**config.mk**
```make
export PLATFORM = sky130hd
export DESIGN_NAME = chunked_wide_adder_flat
export DESIGN_NICKNAME = d
export VERILOG_FILES = /design/src/rtl/chunked_wide_adder_if.sv /design/src/rtl/chunked_wide_adder.sv /design/src/flat_wrapper.sv
export SDC_FILE = /design/constraint.sdc
export NUM_CORES = 1
export LEC_CHECK = 0
export CAP_MARGIN = 10
export CELL_PAD_IN_SITES_DETAIL_PLACEMENT = 0
export CELL_PAD_IN_SITES_GLOBAL_PLACEMENT = 1
export CORE_MARGIN = 4
export CORE_UTILIZATION = 41
export CTS_CLUSTER_SIZE = 16
export DETAILED_ROUTE_END_ITERATION = 16
export PLACE_DENSITY_LB_ADDON = 0.1
export SKIP_CTS_REPAIR_TIMING = 1
export SYNTH_ARGS = -nofsm -noshare
export SYNTH_HDL_FRONTEND = slang
export SYNTH_SLANG_ARGS = --single-unit
```
**constraint.sdc**
```tcl
create_clock -name clk_i -period 11.4 [get_ports clk_i]
set_input_delay 1.14 -clock clk_i [delete_from_list [all_inputs] [get_ports clk_i]]
set_output_delay 1.14 -clock clk_i [all_outputs]
set_load 0.02 [all_outputs]
```
**src/rtl/chunked_wide_adder_if.sv**
```systemverilog
// Request/response bundle for chunked_wide_adder: operands and opcode in,
// handshake, result and flags out.
interface chunked_wide_adder_if #(
  parameter int DATA_WIDTH = 64
);
  logic                  valid_i;
  logic                  ready_o;
  logic [DATA_WIDTH-1:0] operand_A_i;
  logic [DATA_WIDTH-1:0] operand_B_i;
  logic                  carry_i;
  logic                  subtract_i;
  logic                  valid_o;
  logic [DATA_WIDTH-1:0] result_o;
  logic                  carry_o;
  logic                  overflow_o;

  modport master (
    output valid_i, operand_A_i, operand_B_i, carry_i, subtract_i,
    input  ready_o, valid_o, result_o, carry_o, overflow_o
  );

  modport slave (
    input  valid_i, operand_A_i, operand_B_i, carry_i, subtract_i,
    output ready_o, valid_o, result_o, carry_o, overflow_o
  );
endinterface

```
**src/rtl/chunked_wide_adder.sv**
```systemverilog
// Multi-cycle wide add/sub: one CHUNK_WIDTH slice per cycle through a single
// ripple-carry adder, carry registered between slices.
module ripple_carry_adder #(
  parameter int WIDTH = 16
) (
  input  logic [WIDTH-1:0] a,
  input  logic [WIDTH-1:0] b,
  input  logic             cin,
  output logic [WIDTH-1:0] sum,
  output logic             cout
);
  logic [WIDTH:0] c;

  assign c[0] = cin;
  for (genvar i = 0; i < WIDTH; i++) begin : g_bit
    assign sum[i]  = a[i] ^ b[i] ^ c[i];
    assign c[i+1]  = (a[i] & b[i]) | (c[i] & (a[i] ^ b[i]));
  end
  assign cout = c[WIDTH];
endmodule

module chunked_wide_adder #(
  parameter int DATA_WIDTH  = 64,
  parameter int CHUNK_WIDTH = 16
) (
  input  logic                 clk_i,
  input  logic                 rst_i,
  chunked_wide_adder_if.slave  bus
);
  localparam int NUM_CHUNKS = DATA_WIDTH / CHUNK_WIDTH;
  localparam int CNT_W      = (NUM_CHUNKS > 2) ? $clog2(NUM_CHUNKS) : 1;

  if ((DATA_WIDTH % CHUNK_WIDTH) != 0 || NUM_CHUNKS < 2) begin : g_bad_cfg
    $error("chunked_wide_adder: DATA_WIDTH must be a multiple of CHUNK_WIDTH with >= 2 chunks");
  end

  typedef enum logic [1:0] {IDLE, ADD, DONE} state_t;

  state_t                 state_q, state_d;
  logic [CNT_W-1:0]       cnt_q;
  logic [DATA_WIDTH-1:0]  a_q, b_q, acc_q;
  logic                   carry_q, a_msb_q, b_msb_q;
  logic [CHUNK_WIDTH-1:0] slice_sum;
  logic                   slice_cout;
  logic                   accept, last_slice;

  // Operands shift down one slice per cycle, so the adder always sees the low slice.
  ripple_carry_adder #(.WIDTH(CHUNK_WIDTH)) u_rca (
    .a    (a_q[CHUNK_WIDTH-1:0]),
    .b    (b_q[CHUNK_WIDTH-1:0]),
    .cin  (carry_q),
    .sum  (slice_sum),
    .cout (slice_cout)
  );

  always_ff @(posedge clk_i or posedge rst_i) begin
    if (rst_i) state_q <= IDLE;
    else       state_q <= state_d;
  end

  always_comb begin
    state_d     = state_q;
    bus.ready_o = 1'b0;
    bus.valid_o = 1'b0;
    accept      = 1'b0;
    last_slice  = 1'b0;
    case (state_q)
      IDLE: begin
        bus.ready_o = 1'b1;
        if (bus.valid_i) begin
          accept  = 1'b1;
          state_d = ADD;
        end
      end
      ADD: begin
        last_slice = (cnt_q == CNT_W'(NUM_CHUNKS - 1));
        if (last_slice) state_d = DONE;
      end
      DONE: begin
        bus.valid_o = 1'b1;
        state_d     = IDLE;
      end
      default: state_d = IDLE;
    endcase
  end

  always_ff @(posedge clk_i or posedge rst_i) begin
    if (rst_i) begin
      a_q            <= '0;
      b_q            <= '0;
      acc_q          <= '0;
      carry_q        <= 1'b0;
      a_msb_q        <= 1'b0;
      b_msb_q        <= 1'b0;
      cnt_q          <= '0;
      bus.result_o   <= '0;
      bus.carry_o    <= 1'b0;
      bus.overflow_o <= 1'b0;
    end else if (accept) begin
      a_q     <= bus.operand_A_i;
      b_q     <= bus.subtract_i ? ~bus.operand_B_i : bus.operand_B_i;
      carry_q <= bus.subtract_i | bus.carry_i;
      a_msb_q <= bus.operand_A_i[DATA_WIDTH-1];
      b_msb_q <= bus.subtract_i ? ~bus.operand_B_i[DATA_WIDTH-1] : bus.operand_B_i[DATA_WIDTH-1];
      cnt_q   <= '0;
    end else if (state_q == ADD) begin
      a_q     <= a_q >> CHUNK_WIDTH;
      b_q     <= b_q >> CHUNK_WIDTH;
      carry_q <= slice_cout;
      // Slices enter at the top; after NUM_CHUNKS shifts slice 0 sits at the bottom.
      acc_q   <= {slice_sum, acc_q[DATA_WIDTH-1:CHUNK_WIDTH]};
      cnt_q   <= last_slice ? '0 : cnt_q + CNT_W'(1);
      if (last_slice) begin
        bus.result_o   <= {slice_sum, acc_q[DATA_WIDTH-1:CHUNK_WIDTH]};
        bus.carry_o    <= slice_cout;
        bus.overflow_o <= (a_msb_q == b_msb_q) && (slice_sum[CHUNK_WIDTH-1] != a_msb_q);
      end
    end
  end
endmodule
```
**src/flat_wrapper.sv**
```systemverilog
// flat-port wrapper written by rule: the top's interface ports become plain ports
module chunked_wide_adder_flat 
#(
  parameter int DATA_WIDTH  = 64,
  parameter int CHUNK_WIDTH = 16
)
  (clk_i, rst_i, bus_valid_i, bus_operand_A_i, bus_operand_B_i, bus_carry_i, bus_subtract_i, bus_ready_o, bus_valid_o, bus_result_o, bus_carry_o, bus_overflow_o);
  chunked_wide_adder_if #(.DATA_WIDTH(DATA_WIDTH)) bus_i ();
  input  logic clk_i;
  input  logic rst_i;
  input wire logic [$bits(bus_i.valid_i)-1:0] bus_valid_i;
  input wire logic [$bits(bus_i.operand_A_i)-1:0] bus_operand_A_i;
  input wire logic [$bits(bus_i.operand_B_i)-1:0] bus_operand_B_i;
  input wire logic [$bits(bus_i.carry_i)-1:0] bus_carry_i;
  input wire logic [$bits(bus_i.subtract_i)-1:0] bus_subtract_i;
  output wire logic [$bits(bus_i.ready_o)-1:0] bus_ready_o;
  output wire logic [$bits(bus_i.valid_o)-1:0] bus_valid_o;
  output wire logic [$bits(bus_i.result_o)-1:0] bus_result_o;
  output wire logic [$bits(bus_i.carry_o)-1:0] bus_carry_o;
  output wire logic [$bits(bus_i.overflow_o)-1:0] bus_overflow_o;
  assign bus_i.valid_i = bus_valid_i;
  assign bus_i.operand_A_i = bus_operand_A_i;
  assign bus_i.operand_B_i = bus_operand_B_i;
  assign bus_i.carry_i = bus_carry_i;
  assign bus_i.subtract_i = bus_subtract_i;
  assign bus_ready_o = bus_i.ready_o;
  assign bus_valid_o = bus_i.valid_o;
  assign bus_result_o = bus_i.result_o;
  assign bus_carry_o = bus_i.carry_o;
  assign bus_overflow_o = bus_i.overflow_o;
  chunked_wide_adder #(.DATA_WIDTH(DATA_WIDTH), .CHUNK_WIDTH(CHUNK_WIDTH)) u_core (.clk_i(clk_i), .rst_i(rst_i), .bus(bus_i));
endmodule
```
==> results_dict.tcl <==
set metrics [dict create \
    largest_family_of_logic_cells_by_synthesized_area "simple AND/OR/NAND/NOR gates" \
    r2r_start "u_core.carry_q" \
    drt-vias-per-instance 5.00 \
    layout.nets 1433 \
    grt_pass1_wl_um 47200 \
    critPathKind "register to register" \
    rsz0062_at_grt "false" \
    clock_latency_ns 0.52 \
    floorplan.die_area_um2 30400 \
    timing.max_cap.violations 0 \
    postSynthRegisterBits 249 \
    filler_cell_count 2523 \
    post_synth_xor_area_fraction 0.0494 \
    worst_max_slew_pin_slew_ns 1.10 \
    synth_compound_gate_area_share 0.109 \
    rows 60 \
    first_global_vias 8457 \
    finalCritPeriodShare 0.727 \
    grt.total_usage 0.192 \
    synth_warnings 0 \
    setup_violations 0 \
    power_per_cell_area_nw_per_um2 291 \
    timing.max_slew.rel_slack 0.264 \
    total_power_w 0.00419 \
    proportion_of_synthesized_area_in_mux_cells 0.0615 \
    yosysSeqAreaShare 0.549 \
    dpl_cell_area_um2 13500 \
    postLayoutSetupSlackWorst_ns 3.12 \
    critical_path_required_ns 11.84 \
    clock_tree.buffer_depth 3 \
    timing.final.max_slew_violations 0 \
    placeableCoreArea_um2 27100 \
    drt-pass1-iter-count 5 \
    die_h_um 174 \
    syn-num-nets 1278 \
    hp-start "u_core.acc_q[30]" \
    detail_route.wirelength_um 29800 \
    final_setup_skew_ns 0.0111 \
    cell_at_the_root_of_the_clock_tree "clkbuf_16" \
    area_growth_pct 27.1 \
    power_leakage_nw 6.43 \
    number_of_port_buffers 200 \
    synthesis.instances 1128 \
    post_drt_wl_per_cell_um 17.8 \
    outcome "complete, no violations" \
    place_congestion 0.791 \
    hold_path_class "register to register" \
    top_level_ports 201 \
    worst_ep_arrival_time_ns 8.72 \
    max_clock_freq_mhz 121 \
    ir_worst_vdd_v 0.000150 \
    final_design_area_no_fill_um2 14400 \
    antenna-diode-count 0 \
    vias 8366 \
    grt_antenna_before_repair 0 \
    synth_cell_types 29 \
    synth_adder_area_share 0.0293 \
    worst_setup_path_end_kind "register" \
    post-route-min-period_ns 8.28 \
    drc 0 \
    tritoncts_num_sinks 249 \
    numCtsBuffers 27 \
    crit_fanout 4 \
    grt_overflow_total 0 \
    grt_max_degree 110 \
    clkTransAtPathRegs_ns 0.06 \
    dp_worst_setup_slack_ns 3.09 \
    drtAntennaViolNets 0 \
    die_x_um 174 \
    cp_launch_point "u_core.carry_q" \
    cts.htree.levels 1 \
    place.detailed.hpwl_um 19800 \
    drive_above_1_share 0.0998 \
    synth.cell_area_um2 11400 \
    setup_tns_ns 0 \
    start_kind "register" \
    initialDrtViolationCount 727 \
    synthSimpleGateAreaFrac 0.159 \
    tritoncts "done" \
    hold_viol 0 \
    postSynthAreaPerCell_um2 10.1 \
    initial_core_util 0.419 \
]
state kept, by name, summed over array words and instances (netlist names):
name and flops:
u_core.acc_q 48, u_core.bus.carry_o 1, u_core.b_msb_q 1, u_core.a_msb_q 1, u_core.bus.overflow_o 1, u_core.cnt_q 2
u_core.bus.result_o 64, u_core.carry_q 1, u_core.b_q 64, u_core.a_q 64, u_core.state_q 2
layout make-up:
class | count | area (um2) | share of cell area
flip-flops and latches | 249 | 6230 | 0.432
multi-input cells | 785 | 4660 | 0.323
repair buffers | 211 | 2080 | 0.144
clock buffers | 36 | 749 | 0.0520
well taps | 372 | 465 | 0.0323
clock inverters | 12 | 198 | 0.0137
inverters | 9 | 41.3 | 0.00286
metal layers:
metal,track usage,share of wire,vias to the layer above
met2,0.315,0.48,180
met4,0.0386,0.014,0
met5,0,0,-
met3,0.0248,0.038,24
li1,-,-,4093
met1,0.276,0.46,4069
cell usage after synthesis:
library cell | n | area (um2)
buf_4 | 1 | 7.51
nand3b_1 | 1 | 7.51
a2bb2oi_1 | 2 | 17.5
nor3b_2 | 1 | 12.5
nor2b_1 | 44 | 275
a31oi_1 | 56 | 350
fa_1 | 16 | 320
buf_1 | 1 | 3.75
o21ai_1 | 10 | 50.1
or3_1 | 2 | 12.5
nand2_1 | 294 | 1100
clkbuf_1 | 35 | 131
mux2_2 | 62 | 698
o21a_1 | 1 | 7.51
buf_2 | 37 | 185
or3b_1 | 1 | 8.76
nor2_1 | 58 | 218
o21ai_2 | 5 | 43.8
nand2b_1 | 1 | 6.26
inv_1 | 9 | 33.8
buf_6 | 11 | 124
xnor2_1 | 15 | 131
o21ai_0 | 48 | 240
xor2_1 | 49 | 429
a22oi_1 | 41 | 308
ha_1 | 1 | 12.5
a21oi_1 | 44 | 220
dfrtp_1 | 249 | 6230
nand3_1 | 33 | 165
layout by cell type, fill, tap and decap left out, types with 2 or more instances in the layout:
cell	Yosys	final
a21oi_1	44	44
a22oi_1	41	41
a2bb2oi_1	2	2
a31oi_1	56	56
buf_4	1	12
bufinv_16	0	5
clkbuf_1	35	5
clkbuf_16	0	27
clkbuf_8	0	4
clkdlybuf4s50_1	0	198
clkinv_2	0	3
clkinv_4	0	2
clkinvlp_4	0	2
dfrtp_1	249	248
fa_1	16	16
inv_1	9	8
mux2_2	62	62
nand2_1	294	294
nand3_1	33	33
nor2_1	58	58
nor2b_1	44	42
nor2b_4	0	2
o21ai_0	48	48
o21ai_1	10	10
o21ai_2	5	5
or3_1	2	2
xnor2_1	15	15
xor2_1	49	49
worst max-delay path: stages, from the launching register on:
cell	delay [ns]
dfrtp_1	0.41
fa_1	0.47
fa_1	0.48
fa_1	0.48
fa_1	0.46
fa_1	0.46
fa_1	0.46
fa_1	0.48
fa_1	0.46
fa_1	0.47
fa_1	0.46
fa_1	0.46
fa_1	0.46
fa_1	0.42
inv_1	0.09
fa_1	0.16
inv_1	0.05
fa_1	0.41
inv_1	0.09
fa_1	0.44
or3_1	0.38
a31oi_1	0.18
through the flow:
| stage | instances | hold slack [ns] | util |
|---|---|---|---|
| 2_1_floorplan | 1128 | 0.442 | - |
| 3_3_place_gp | 1626 | 0.458 | 0.497 |
| 3_5_place_dp | 1626 | 0.463 | 0.497 |
| 4_1_cts | 1674 | 0.478 | 0.532 |
| 5_1_grt | 1674 | 0.501 | 0.532 |
| 6_report | 1674 | 0.471 | 0.532 |
path summary, 6_finish.rpt:
kind | to | slack [ns] | depth (start not counted)
worst max-delay path | u_core.bus.overflow_o | 3.12 | 21
worst min-delay path | u_core.acc_q[30] | 0.47 | 2
worst max register to register | u_core.bus.overflow_o | 3.12 | 21
worst min register to register | u_core.acc_q[30] | 0.47 | 2
max in group asynchronous | u_core.a_q[53] | 8.75 | 3
min in group asynchronous | u_core.bus.result_o[8] | 1.15 | 2
where the power goes:
part           total, W  internal, W  switching [W]
Clock          0.000924     0.000574       0.000351
Combinational   0.00168     0.000722       0.000962
Sequential      0.00159      0.00130       0.000287
kinds of logic after synthesis:
group | Yosys count
AO/OA/AOI/OAI | 207
XOR/XNOR | 64
adder cells (fa/ha/maj) | 17
buffers and inverters | 94
flip-flops | 249
multiplexers | 62
AND/OR/NAND/NOR | 435
(Power assumes the default switching activity.)
